## src/rtl/seq_div_pkg.sv

```systemverilog
// Shared definitions for the sequential restoring divider.
//   state_t       : divider control states
//   DEFAULT_WIDTH : default operand/result width
package seq_div_pkg;

    localparam int DEFAULT_WIDTH = 8;

    typedef enum logic [1:0] {
        IDLE = 2'd0,
        RUN  = 2'd1,
        DONE = 2'd2
    } state_t;

endpackage

```

## src/rtl/cla_subtractor.sv

```systemverilog
// Combinational carry-lookahead subtractor: diff = a - b = a + ~b + 1.
// Ports:
//   a, b      : N-bit unsigned operands
//   diff      : N-bit difference (modulo 2^N)
//   no_borrow : carry out of the top bit; 1 when a >= b
module cla_subtractor #(
    parameter int N = 9
) (
    input  logic [N-1:0] a,
    input  logic [N-1:0] b,
    output logic [N-1:0] diff,
    output logic         no_borrow
);

    logic [N-1:0] p;
    logic [N-1:0] g;
    logic [N:0]   c;

    // Generate/propagate terms are taken against the inverted subtrahend.
    assign p = a ^ ~b;
    assign g = a & ~b;

    // NOTE: a combinational block assigns every output on every path before
    // any conditional logic, so no latch can be inferred.
    always_comb begin
        c[0] = 1'b1;  // the "+1" of the two's-complement negation
        for (int i = 0; i < N; i++) begin
            c[i+1] = g[i] | (p[i] & c[i]);
        end
    end

    assign diff      = p ^ c[N-1:0];
    assign no_borrow = c[N];

endmodule

```

## src/rtl/seq_cla_divider.sv

```systemverilog
// Multi-cycle unsigned restoring divider with a start/done handshake.
// One quotient bit is produced per RUN cycle using a single trial
// subtraction through a WIDTH+1 bit carry-lookahead subtractor.
// Ports:
//   clk, rst            : rising-edge clock, asynchronous active-high reset
//   start               : request, accepted only in IDLE or DONE
//   dividend, divisor   : operands, captured on an accepted start
//   busy                : high while iterating
//   done                : one-cycle pulse, results valid in that cycle
//   quotient, remainder : results, held until the next completion
//   div_by_zero         : set with done when the divisor was zero
module seq_cla_divider
    import seq_div_pkg::*;
#(
    parameter int WIDTH = DEFAULT_WIDTH
) (
    input  logic             clk,
    input  logic             rst,
    input  logic             start,
    input  logic [WIDTH-1:0] dividend,
    input  logic [WIDTH-1:0] divisor,
    output logic             busy,
    output logic             done,
    output logic [WIDTH-1:0] quotient,
    output logic [WIDTH-1:0] remainder,
    output logic             div_by_zero
);

    localparam int            CW        = $clog2(WIDTH + 1);
    localparam logic [CW-1:0] LAST_ITER = CW'(WIDTH - 1);

    state_t           state;
    state_t           state_next;
    logic             accept;
    logic             last_iter;

    logic [WIDTH-1:0] q;        // dividend shifting out, quotient shifting in
    logic [WIDTH-1:0] d;        // captured divisor
    logic [WIDTH:0]   r;        // partial remainder, one guard bit
    logic [CW-1:0]    cnt;      // iterations completed

    logic [WIDTH:0]   r_shift;
    logic [WIDTH:0]   t;
    logic             no_borrow;
    logic [WIDTH:0]   r_next;
    logic [WIDTH-1:0] q_next;

    // The guard bit of r only ever holds a restored value < divisor, so it
    // is always 0 and is never shifted onward.
    logic             unused_r_msb;
    assign unused_r_msb = r[WIDTH];

    // ---------------- datapath ----------------
    assign r_shift = {r[WIDTH-1:0], q[WIDTH-1]};

    cla_subtractor #(
        .N (WIDTH + 1)
    ) u_sub (
        .a         (r_shift),
        .b         ({1'b0, d}),
        .diff      (t),
        .no_borrow (no_borrow)
    );

    // Keep the difference only when it did not go negative.
    assign r_next = no_borrow ? t : r_shift;
    assign q_next = {q[WIDTH-2:0], no_borrow};

    // ---------------- control ----------------
    always_ff @(posedge clk or posedge rst) begin
        // NOTE: sequential state uses non-blocking assignments so every
        // register samples pre-edge values, independent of block ordering.
        if (rst) begin
            state <= IDLE;
        end else begin
            state <= state_next;
        end
    end

    always_comb begin
        state_next = state;
        accept     = 1'b0;
        last_iter  = 1'b0;
        case (state)
            IDLE, DONE: begin
                if (start) begin
                    accept     = 1'b1;
                    state_next = (divisor == '0) ? DONE : RUN;
                end else if (state == DONE) begin
                    state_next = IDLE;
                end
            end
            RUN: begin
                if (cnt == LAST_ITER) begin
                    last_iter  = 1'b1;
                    state_next = DONE;
                end
            end
            default: state_next = IDLE;
        endcase
    end

    assign busy = (state == RUN);
    assign done = (state == DONE);

    always_ff @(posedge clk or posedge rst) begin
        // NOTE: every register here, including the working operands, is
        // reset so no partial result from an aborted division survives.
        if (rst) begin
            q           <= '0;
            d           <= '0;
            r           <= '0;
            cnt         <= '0;
            quotient    <= '0;
            remainder   <= '0;
            div_by_zero <= 1'b0;
        end else if (accept) begin
            q   <= dividend;
            d   <= divisor;
            r   <= '0;
            cnt <= '0;
            if (divisor == '0) begin
                quotient    <= '1;
                remainder   <= dividend;
                div_by_zero <= 1'b1;
            end
        end else if (state == RUN) begin
            q   <= q_next;
            r   <= r_next;
            cnt <= cnt + 1'b1;
            // Results are published from the final iteration's next values,
            // so they are valid in the same cycle done rises.
            if (last_iter) begin
                quotient    <= q_next;
                remainder   <= r_next[WIDTH-1:0];
                div_by_zero <= 1'b0;
            end
        end
    end

endmodule

```

## config.mk

```make
export PLATFORM = sky130hd
export DESIGN_NAME = seq_cla_divider
export DESIGN_NICKNAME = d
export VERILOG_FILES = /design/src/rtl/seq_div_pkg.sv /design/src/rtl/cla_subtractor.sv /design/src/rtl/seq_cla_divider.sv
export SDC_FILE = /design/constraint.sdc
export NUM_CORES = 1
export LEC_CHECK = 0
export CAP_MARGIN = 15
export CORE_MARGIN = 3
export CORE_UTILIZATION = 38
export DETAILED_ROUTE_END_ITERATION = 10
export PLACE_DENSITY_LB_ADDON = 0.08
export SKIP_CTS_REPAIR_TIMING = 1
export SYNTH_ARGS = -nofsm -noshare
export SYNTH_HDL_FRONTEND = slang
export SYNTH_HIERARCHICAL = 1
export SYNTH_SLANG_ARGS = --single-unit
```

## constraint.sdc

```tcl
create_clock -name clk -period 4.5 [get_ports clk]
set_input_delay 0.9 -clock clk [delete_from_list [all_inputs] [get_ports clk]]
set_output_delay 0.9 -clock clk [all_outputs]
set_load 0.05 [all_outputs]
```

# Yosys cells after proc, flatten, opt, wreduce, memory -nomap -nowiden
# Cells that the tools add are included.
# word_totals
reg_bits	47
inputBits	19
output_inout_bits	19
elab_cells	71
# op_classes
n_addsub	1
n_eq_ne	6
n_mux	28
bitwise	21
n_reduce_logical	7
# op_table
operator	n
$mux W8	13
$and A9 B9 Y9	1
$not A8 Y9	1
$or A1 B1 Y1	9
$xor A9 B9 Y9	1
$and A1 B1 Y1	8
$logic_not A8 Y1	1
$mux W1	8
$mux W2	4
$mux W4	2
$xor A8 B8 Y8	1
$add A4 B1 Y4 const B	1
$eq A4 B3 Y1 const B	1
$ne A2 B1 Y1 const B	2
$pmux W2 S2	1
$reduce_bool A2 Y1	2
$ne A3 B3 Y1 const B	1
$reduce_and A3 Y1	1
$eq A2 B1 Y1 const B	1
$eq A2 B2 Y1 const B	1
$logic_not A2 Y1	1
$reduce_and A2 Y1	1
$reduce_or A2 Y1	1

# Longest topological paths before layout
# Gate-level depths: netlist of run 1.
# logic_depth
ltp_word	23
depth_mapped	16
ltp_nobuf	15

# Cells and area by module
# The synthesis of run 1 kept the hierarchy.
# by_module_without_submodules
module	instances	cells_each	area_each_um2	seq_area_each_um2
seq_cla_divider	1	217	2058.2	1176.1
cla_subtractor	1	27	240.2	0.0

# Worst setup path before layout of run 1
# OpenSTA, ideal clock, no wires.
# synth_timing
path_type	reg-to-reg
start	register q[7]
end	register remainder[1]
setup_time_ns	0.125
t_arrival_ns	4.205
required_ns	4.375
setup_slack_ns	0.170
stages_incl_launch_ff	16
n_path_buf	1
period_less_slack_ns	4.330
path_cell_list	dfrtp_1 -> inv_1 -> ha_1 -> fa_1 -> fa_1 -> fa_1 -> fa_1 -> fa_1 -> fa_1 -> fa_1 -> inv_1 -> fa_1 -> buf_2 -> mux2i_1 -> a21oi_1 -> mux2_4
# synth_via
elab_chain_cells	22
elab_cells_between_ends	24
cone_classes	4 x mux; 20 x bitwise
# synth_lines
item	line_no	source
start, declared	seq_cla_divider.sv:37	logic [WIDTH-1:0] q;
start signal, assigned	seq_cla_divider.sv:118	q <= dividend;
start signal, assigned	seq_cla_divider.sv:128	q <= q_next;
$and A9 B9 Y9 / $xor A9 B9 Y9 (equally long branches)	cla_subtractor.sv:21, cla_subtractor.sv:20	
$or A1 B1 Y1 *	cla_subtractor.sv:28	c[i+1] = g[i] | (p[i] & c[i]);
$and A1 B1 Y1 *	cla_subtractor.sv:28	
$or A1 B1 Y1 *	cla_subtractor.sv:28	
$and A1 B1 Y1 *	cla_subtractor.sv:28	
$or A1 B1 Y1 *	cla_subtractor.sv:28	
$and A1 B1 Y1 *	cla_subtractor.sv:28	
$or A1 B1 Y1 *	cla_subtractor.sv:28	
[... 7 more ...]	--	
$or A1 B1 Y1 *	cla_subtractor.sv:28	
$and A1 B1 Y1 *	cla_subtractor.sv:28	
$or A1 B1 Y1 *	cla_subtractor.sv:28	
net no_borrow	seq_cla_divider.sv:44	logic no_borrow;
$mux W8 *	seq_cla_divider.sv:66	assign r_next = no_borrow ? t : r_shift;
$mux W8 *	seq_cla_divider.sv:133	if (last_iter) begin
$mux W8 *	seq_cla_divider.sv:127	end else if (state == RUN) begin
$mux W8 *	seq_cla_divider.sv:117	end else if (accept) begin
end signal, assigned	seq_cla_divider.sv:124	remainder <= dividend;
end signal, assigned	seq_cla_divider.sv:135	remainder <= r_next[WIDTH-1:0];
end, declared	seq_cla_divider.sv:25	output logic [WIDTH-1:0] remainder,
# The timed path passes the listed nets; every way through them passes the cells marked *. The select of a mux whose other input is x is not followed.
# A chain may end at the register's enable or synchronous reset.

# Final worst setup path of run 1
# layout_timing
start	register q[7]
end	register remainder[4]
# The elaborated chain is that of the path after synthesis.

==> results.py, run 1 <==
metrics = {
    "critical_path": {
        "path_class": "register to register",
        "path_buf_inv": 3,
        "crit_arrival_ps": 4490,
        "cp_max_fo": 7,
        "regToRegSetupSlack_ps": 190,
        "critPathLaunchType": "register",
        "crit_path_end_kind": "register",
        "worst_path_dominant_cell_family": "adder cells",
        "cpMostUsedCell": "fa_2",
        "crit_start": "q[7]",
        "cp.required_ps": 4680,
        "r2r_start": "q[7]",
        "reg2reg_to": "remainder[4]",
        "cp_slowest_cell": "fa_1",
        "crit_path_max_incr_delay_ps": 390,
        "reg2reg_depth": 16,
        "crit_chain": "inv_1 -> ha_1 -> fa_1 -> fa_2 -> fa_2 -> fa_2 -> fa_1 -> fa_2 -> fa_1 -> inv_1 -> fa_2 -> buf_8 -> mux2i_2 -> nand2_1 -> o21ai_0 -> o21ai_1",
    },
    "drt": {
        "wl_per_cell_um": 14.80,
        "drt-total-wl_um": 5313,
        "ant_nets": 0,
        "vias": 1800,
        "drtIter0Drc": 110,
        "viasPerCell": 5.014,
        "drtPass1Iterations": 4,
        "drc": 0,
    },
    "place": {
        "routabilityCongestion": 0.7532,
        "dp.cells": 349,
        "io_buffers": 37,
        "dpl_worst_slack_ps": -79.10,
        "place_hpwl_um": 3704,
    },
    "hold_path": {
        "worstHoldPathType": "register to register",
        "holdCritStartpoint": "div_by_zero",
        "worst_hold_path.endpoint": "div_by_zero",
        "min_delay_path_depth": 2,
    },
    "cells_and_area": {
        "synthToLayoutAreaGrowth_pct": 27.60,
        "nNetsFinal": 315,
        "instances_no_fill": 359,
        "drive_above_1_share_pct": 11.15,
        "fill_cells": 561,
        "num_antenna_cells": 0,
        "utilization_pct": 51.68,
    },
    "global_routing": {
        "grt_max_degree": 48,
        "grt_pass1_vias": 1822,
        "antenna_found_initial": 0,
        "track_usage_pct": 15.93,
        "grt_pass1_wl_um": 8976,
        "grt_overflow": 0,
    },
    "power": {
        "p_int_uw": 1399,
        "seqPwrFrac_pct": 30.4,
        "powerDensity_nw_per_um2": 872.1,
        "switchingPower_uw": 1159,
        "cellLeakagePower_uw": 0.001368,
        "p_clk_share_pct": 9.8,
        "combPwrFrac_pct": 59.8,
        "ir_worst_vdd_uv": 460.6,
        "switching_share_pct": 45.32,
    },
    "sta": {
        "post-route-min-period_ps": 4309,
        "fin_crit_sh_pct": 95.75,
        "clock_skew_ps": 3.934,
        "slew_headroom_pct": 32.84,
        "max_freq_mhz": 232.1,
        "grt_setup_unrepaired": "no",
        "setup_slack_ps": 191.2,
        "finalSetupViolCount": 0,
        "hold_viol": 0,
        "tightest_slew_ps": 1006,
        "maxSlewViolCount": 0,
    },
    "yosys": {
        "yosysSeqAreaShare_pct": 51.17,
        "postSynthCellCount": 244,
        "synth-xor-area-share_pct": 0,
        "synthMuxAreaShare_pct": 4.137,
        "synth_top_family_by_area": "simple AND/OR/NAND/NOR gates",
        "synth-seq-cells": 47,
        "synthAdderAreaFrac_pct": 8.057,
        "synth_simple_gate_area_share_pct": 18.24,
        "ys_types": 30,
        "syn_nets": 273,
        "syn_area_sq_um": 2298,
        "yosys_warnings": 6,
        "synth_compound_area_share_pct": 12.36,
        "avgSynthCellArea_sq_um": 9.420,
    },
    "cts": {
        "h-tree-depth": 2,
        "cts_buffers": 5,
        "clockBufferDepth": 2,
        "cts_tree": "yes",
        "cts-root-buf": "clkbuf_8",
        "cts.sinks": 47,
        "insertion_delay_ps": 300,
        "clk_pin_slew_worst_paths_ps": 90,
    },
    "floorplan": {
        "rows": 27,
        "io_pins": 38,
        "start_util_pct": 40.50,
        "core_sq_um": 5675,
        "die_y_um": 83.77,
        "die_w_um": 83.77,
        "fp.dieArea_sq_um": 7017,
    },
    "job": {
        "cap_viol_max_count": 0,
    },
    "run_status": {
        "status": "complete, no violations",
    },
}
## synthesized netlist by cell type
cell type | count | area [sq um]
nor3_4 | 1 | 16.27
buf_2 | 2 | 10.01
nor2b_1 | 2 | 12.51
a211oi_1 | 8 | 60.06
buf_1 | 2 | 7.510
nor2_1 | 26 | 97.59
o21ai_0 | 15 | 75.07
a21oi_4 | 1 | 16.27
or4_1 | 1 | 7.510
o21ai_1 | 4 | 20.02
a21oi_1 | 9 | 45.04
ha_1 | 2 | 25.02
nand4_1 | 1 | 6.260
mux2i_1 | 8 | 80.08
or3_1 | 1 | 6.260
and3b_1 | 1 | 8.760
nand2_1 | 52 | 195.2
dfrtp_1 | 47 | 1176
inv_1 | 20 | 75.07
clkinv_4 | 1 | 8.760
a31oi_1 | 1 | 6.260
a22o_1 | 1 | 8.760
a22oi_1 | 7 | 52.55
conb_1 | 1 | 3.750
nand2b_1 | 2 | 12.51
fa_1 | 8 | 160.2
clkbuf_1 | 9 | 33.78
mux2_4 | 1 | 15.01
nand3_1 | 9 | 45.04
or4_4 | 1 | 11.26
## power by group through the flow
stage | Clock, uW | Sequential [uW] | Combinational [uW]
2_1_floorplan | 0 | 977 | 735
3_3_place_gp | 0 | 777 | 1370
3_5_place_dp | 0 | 779 | 1390
4_1_cts | 260 | 772 | 1400
5_1_grt | 277 | 807 | 1700
6_report | 251 | 776 | 1530
## cells in the final DEF (no fill, tap or decap), types with 2 or more instances in the layout
master,n
clkbuf_8,5
nand2b_1,2
a211oi_1,8
fa_2,5
clkdlybuf4s50_1,37
nor2b_1,2
nand2_1,52
o21ai_0,15
clkbuf_1,2
mux2i_1,4
mux2i_4,3
dfrtp_1,47
inv_1,19
ha_1,2
nand3_1,9
a22oi_1,7
o21ai_1,4
nor2_1,26
buf_4,10
fa_1,3
a21oi_1,9
## kinds of logic after synthesis
family	after synthesis
AND/OR/NAND/NOR	97
AO/OA/AOI/OAI	46
adder cells (fa/ha/maj)	10
other	1
buffers and inverters	34
multiplexers	9
flip-flops	47
## per-layer routing
layer  vias up  wire [um]  GRT usage, %
met2        36       2485         25.74
met5         -          0             0
met4         0         75         4.386
met3         8        187         3.554
li1        880          -             -
met1       876       2564         21.59
## flip-flops by register name (all words and copies together) (netlist names)
name         count
cnt              4
d                8
div_by_zero      1
q                8
quotient         8
r                8
remainder        8
state            2
## worst min-delay path: stages, from the launching register on
cell and delay (ps):
dfrtp_1 350, nand2_1 50, nand2_1 50
## how the worst max path moves through the flow
stage               depth (start not counted)           end  slack [ps]
floorplan                                  15  remainder[1]         170
global placement                           16  remainder[3]          -7
detailed placement                         16  remainder[3]         -80
CTS                                        16  remainder[3]        -100
global route                               16  remainder[3]          10
finish                                     16  remainder[4]         190
## metrics by stage
stage                     hold WS [ps]  setup TNS (ps)  total power, uW  cell area (sq um)
after floorplan                  449.7               0             1712               2298
after global placement           461.2          -6.776             2149               2775
after detailed placement         463.5          -137.9             2174               2775
after CTS                        485.3          -220.7             2430               2856
after global routing             517.1               0             2787               2933
final                            481.4               0             2558               2933
## final cells by class
class	count	area (sq um)	area share (%)
timing repair buffer	48	460.4	15.70
sequential	47	1176	40.10
clock buffer	7	76.32	2.602
clock inverter	1	5.005	0.1706
tap	72	90.09	3.072
multi-input combinational	163	1041	35.49
inverter	21	83.83	2.858
No activity file was read; power rests on OpenSTA's default activity.
==> run 2: changes to the inputs <==
--- a/config.mk
+++ b/config.mk
@@ -11,6 +11,7 @@
 export DETAILED_ROUTE_END_ITERATION = 10
 export PLACE_DENSITY_LB_ADDON = 0.08
 export SKIP_CTS_REPAIR_TIMING = 1
+export SKIP_LAST_GASP = 1
 export SYNTH_ARGS = -nofsm -noshare
 export SYNTH_HDL_FRONTEND = slang
 export SYNTH_HIERARCHICAL = 1
==> results of run 2 <==
The final DEF is identical to that of run 1; final timing and power are the same.
==> run 3: changes to the inputs <==
--- a/config.mk
+++ b/config.mk
@@ -9,6 +9,7 @@
 export CORE_MARGIN = 3
 export CORE_UTILIZATION = 38
 export DETAILED_ROUTE_END_ITERATION = 10
+export GPL_ROUTABILITY_DRIVEN = 0
 export PLACE_DENSITY_LB_ADDON = 0.08
 export SKIP_CTS_REPAIR_TIMING = 1
 export SKIP_LAST_GASP = 1
==> results of run 3 <==
The final DEF is identical to that of run 1; final timing and power are the same.
==> RTL edit: new RTL, flow settings as in run 1 <==
`DEFAULT_WIDTH`: 8 -> 16.
--- a/src/rtl/seq_div_pkg.sv
+++ b/src/rtl/seq_div_pkg.sv
@@ -5,3 +5,3 @@
 
-    localparam int DEFAULT_WIDTH = 8;
+    localparam int DEFAULT_WIDTH = 16;
 
Interface: changed (resized dividend, divisor, quotient and remainder); port bits go from 38 to 70. No check against the original RTL was run, so the function may have changed too.
==> RTL edit against run 1 <==
The run now ends with negative setup slack left. Sequential cell count grew 41. Power increased by 77%. Synthesized area increased by 81%. Cell count grew 69%. Critical path depth increased by 7. Combinational power is 62% higher. First-iteration DRC count rose by 54%. Worst setup slack lost 2.7 ns. Maximum frequency fell by 39%. Cell area increased by 83%. Non-clock buffer count grew 39. Utilization down 0.31 points. Routed wire length rose by 91%. Sequential share of layout area increased by 0.88 points. Critical path type unchanged. Critical endpoint is now remainder[3]. Highest routed layer unchanged.
==> RTL edit: results (changes against run 1) <==
| Metric | Value |
|---|---|
| Leak Pwr | `2.49 nW (+82%)` |
| Critical Path Source | `q[15]` |
| Total Routing Usage GR | `16.9% (+0.97 points)` |
| # H-tree levels | `3 (+1)` |
| Run status | `finished with violations` |
| Mapped Cells | `390 (+60%)` |
| Largest cells by area after synthesis | `dfrtp_1, fa_1, nand2_1` |
| CP arrival | `7.26 ns (+2.77 ns)` |
| CP peak stage delay | `0.36 ns (-0.03 ns)` |
| Register area share after synthesis | `52.9% (+1.8 points)` |
| Failing checks | `negative setup slack` |
| Clk_lat worst skew | `0.36 ns (+0.06 ns)` |
| Buffering overhead | `15.7% (-0.030 points)` |
| Global-route wire length before repair | `16700 um (+87%)` |
| Final setup vio count | `34 (+34)` |
| DP HPWL | `7000 um (+89%)` |
| DR vias | `3115 (+73%)` |
| Fill cells | `989 (+76%)` |
| Fraction of area in multi-input gates | `33.4% (-2.1 points)` |
| Vias in the first global route | `3283 (+80%)` |
| Placed inst area | `0.00511 mm^2 (+84%)` |
| Inverters | `38 (+81%)` |
| Compound-Gate Fraction of Synth Area | `14.6% (+2.2 points)` |
| Final non-filler cell total | `607 (+69%)` |
| Syn Area/Cell | `10.7 um^2 (+13%)` |
| Worst vdd ir | `0.359 mV (-22%)` |
| Slew margin rel. | `42.7% (+9.9 points)` |
| Buffers excl. clock | `87 (+81%)` |
| Clk sinks | `88 (+87%)` |
| Slowest CP cell | `fa_2` |
| Top cells by count, synth | `dfrtp_1, nand2_1, inv_1, nor2_1` |
| Fin nets | `520 (+65%)` |
| Power Combinational | `2.48 mW (+62%)` |
| R2r worst-path depth | `23 (+7)` |
| Final clock-cell share | `4.07% (+1.3 points)` |
| Share of layout cells above drive strength 1 | `15.7% (+4.6 points)` |
| Setup crit end | `remainder[3]` |
| Post-DR wirelength/cell | `16.7 um (+13%)` |
| Register area | `0.00220 mm^2 (+87%)` |
| Post-Synth Adder-Cell Area | `8.60% (+0.54 points)` |
| Largest net degree at the start of global routing | `54 (+13%)` |
| Setup ws final | `-2.52 ns (-2.71 ns)` |
| NetSw | `1.93 mW (+67%)` |
| Hold Path Stages | `1 (-1)` |
## RTL edit: worst reg2reg max path, delay by kind of cell (launching register included)
kind / cells / cell delay [ns]
flip-flops: 1 / 0.35
buffers and inverters: 3 / 0.27
multiplexers: 1 / 0.25
AO/OA/AOI/OAI: 1 / 0.29
AND/OR/NAND/NOR: 1 / 0.09
adder cells (fa/ha/maj): 17 / 5.66
## RTL edit: metal layers
| layer | GRT usage, % | vias up | wire length (um) |
|---|---|---|---|
| met4 | 4.52 | 0 | 86 |
| met5 | 0 | - | 0 |
| met3 | 3.40 | 9 | 305 |
| li1 | - | 1475 | - |
| met2 | 28.2 | 51 | 5050 |
| met1 | 22.5 | 1580 | 4700 |
## RTL edit: stage by stage
stage / utilization [%] / setup TNS (ns)
after global routing: 51.4 / -87.95
after global placement: 48.9 / -77.41
after floorplan: - / -71.60
after CTS: 51.0 / -81.03
final: 51.4 / -80.72
after detailed placement: 48.9 / -78.92
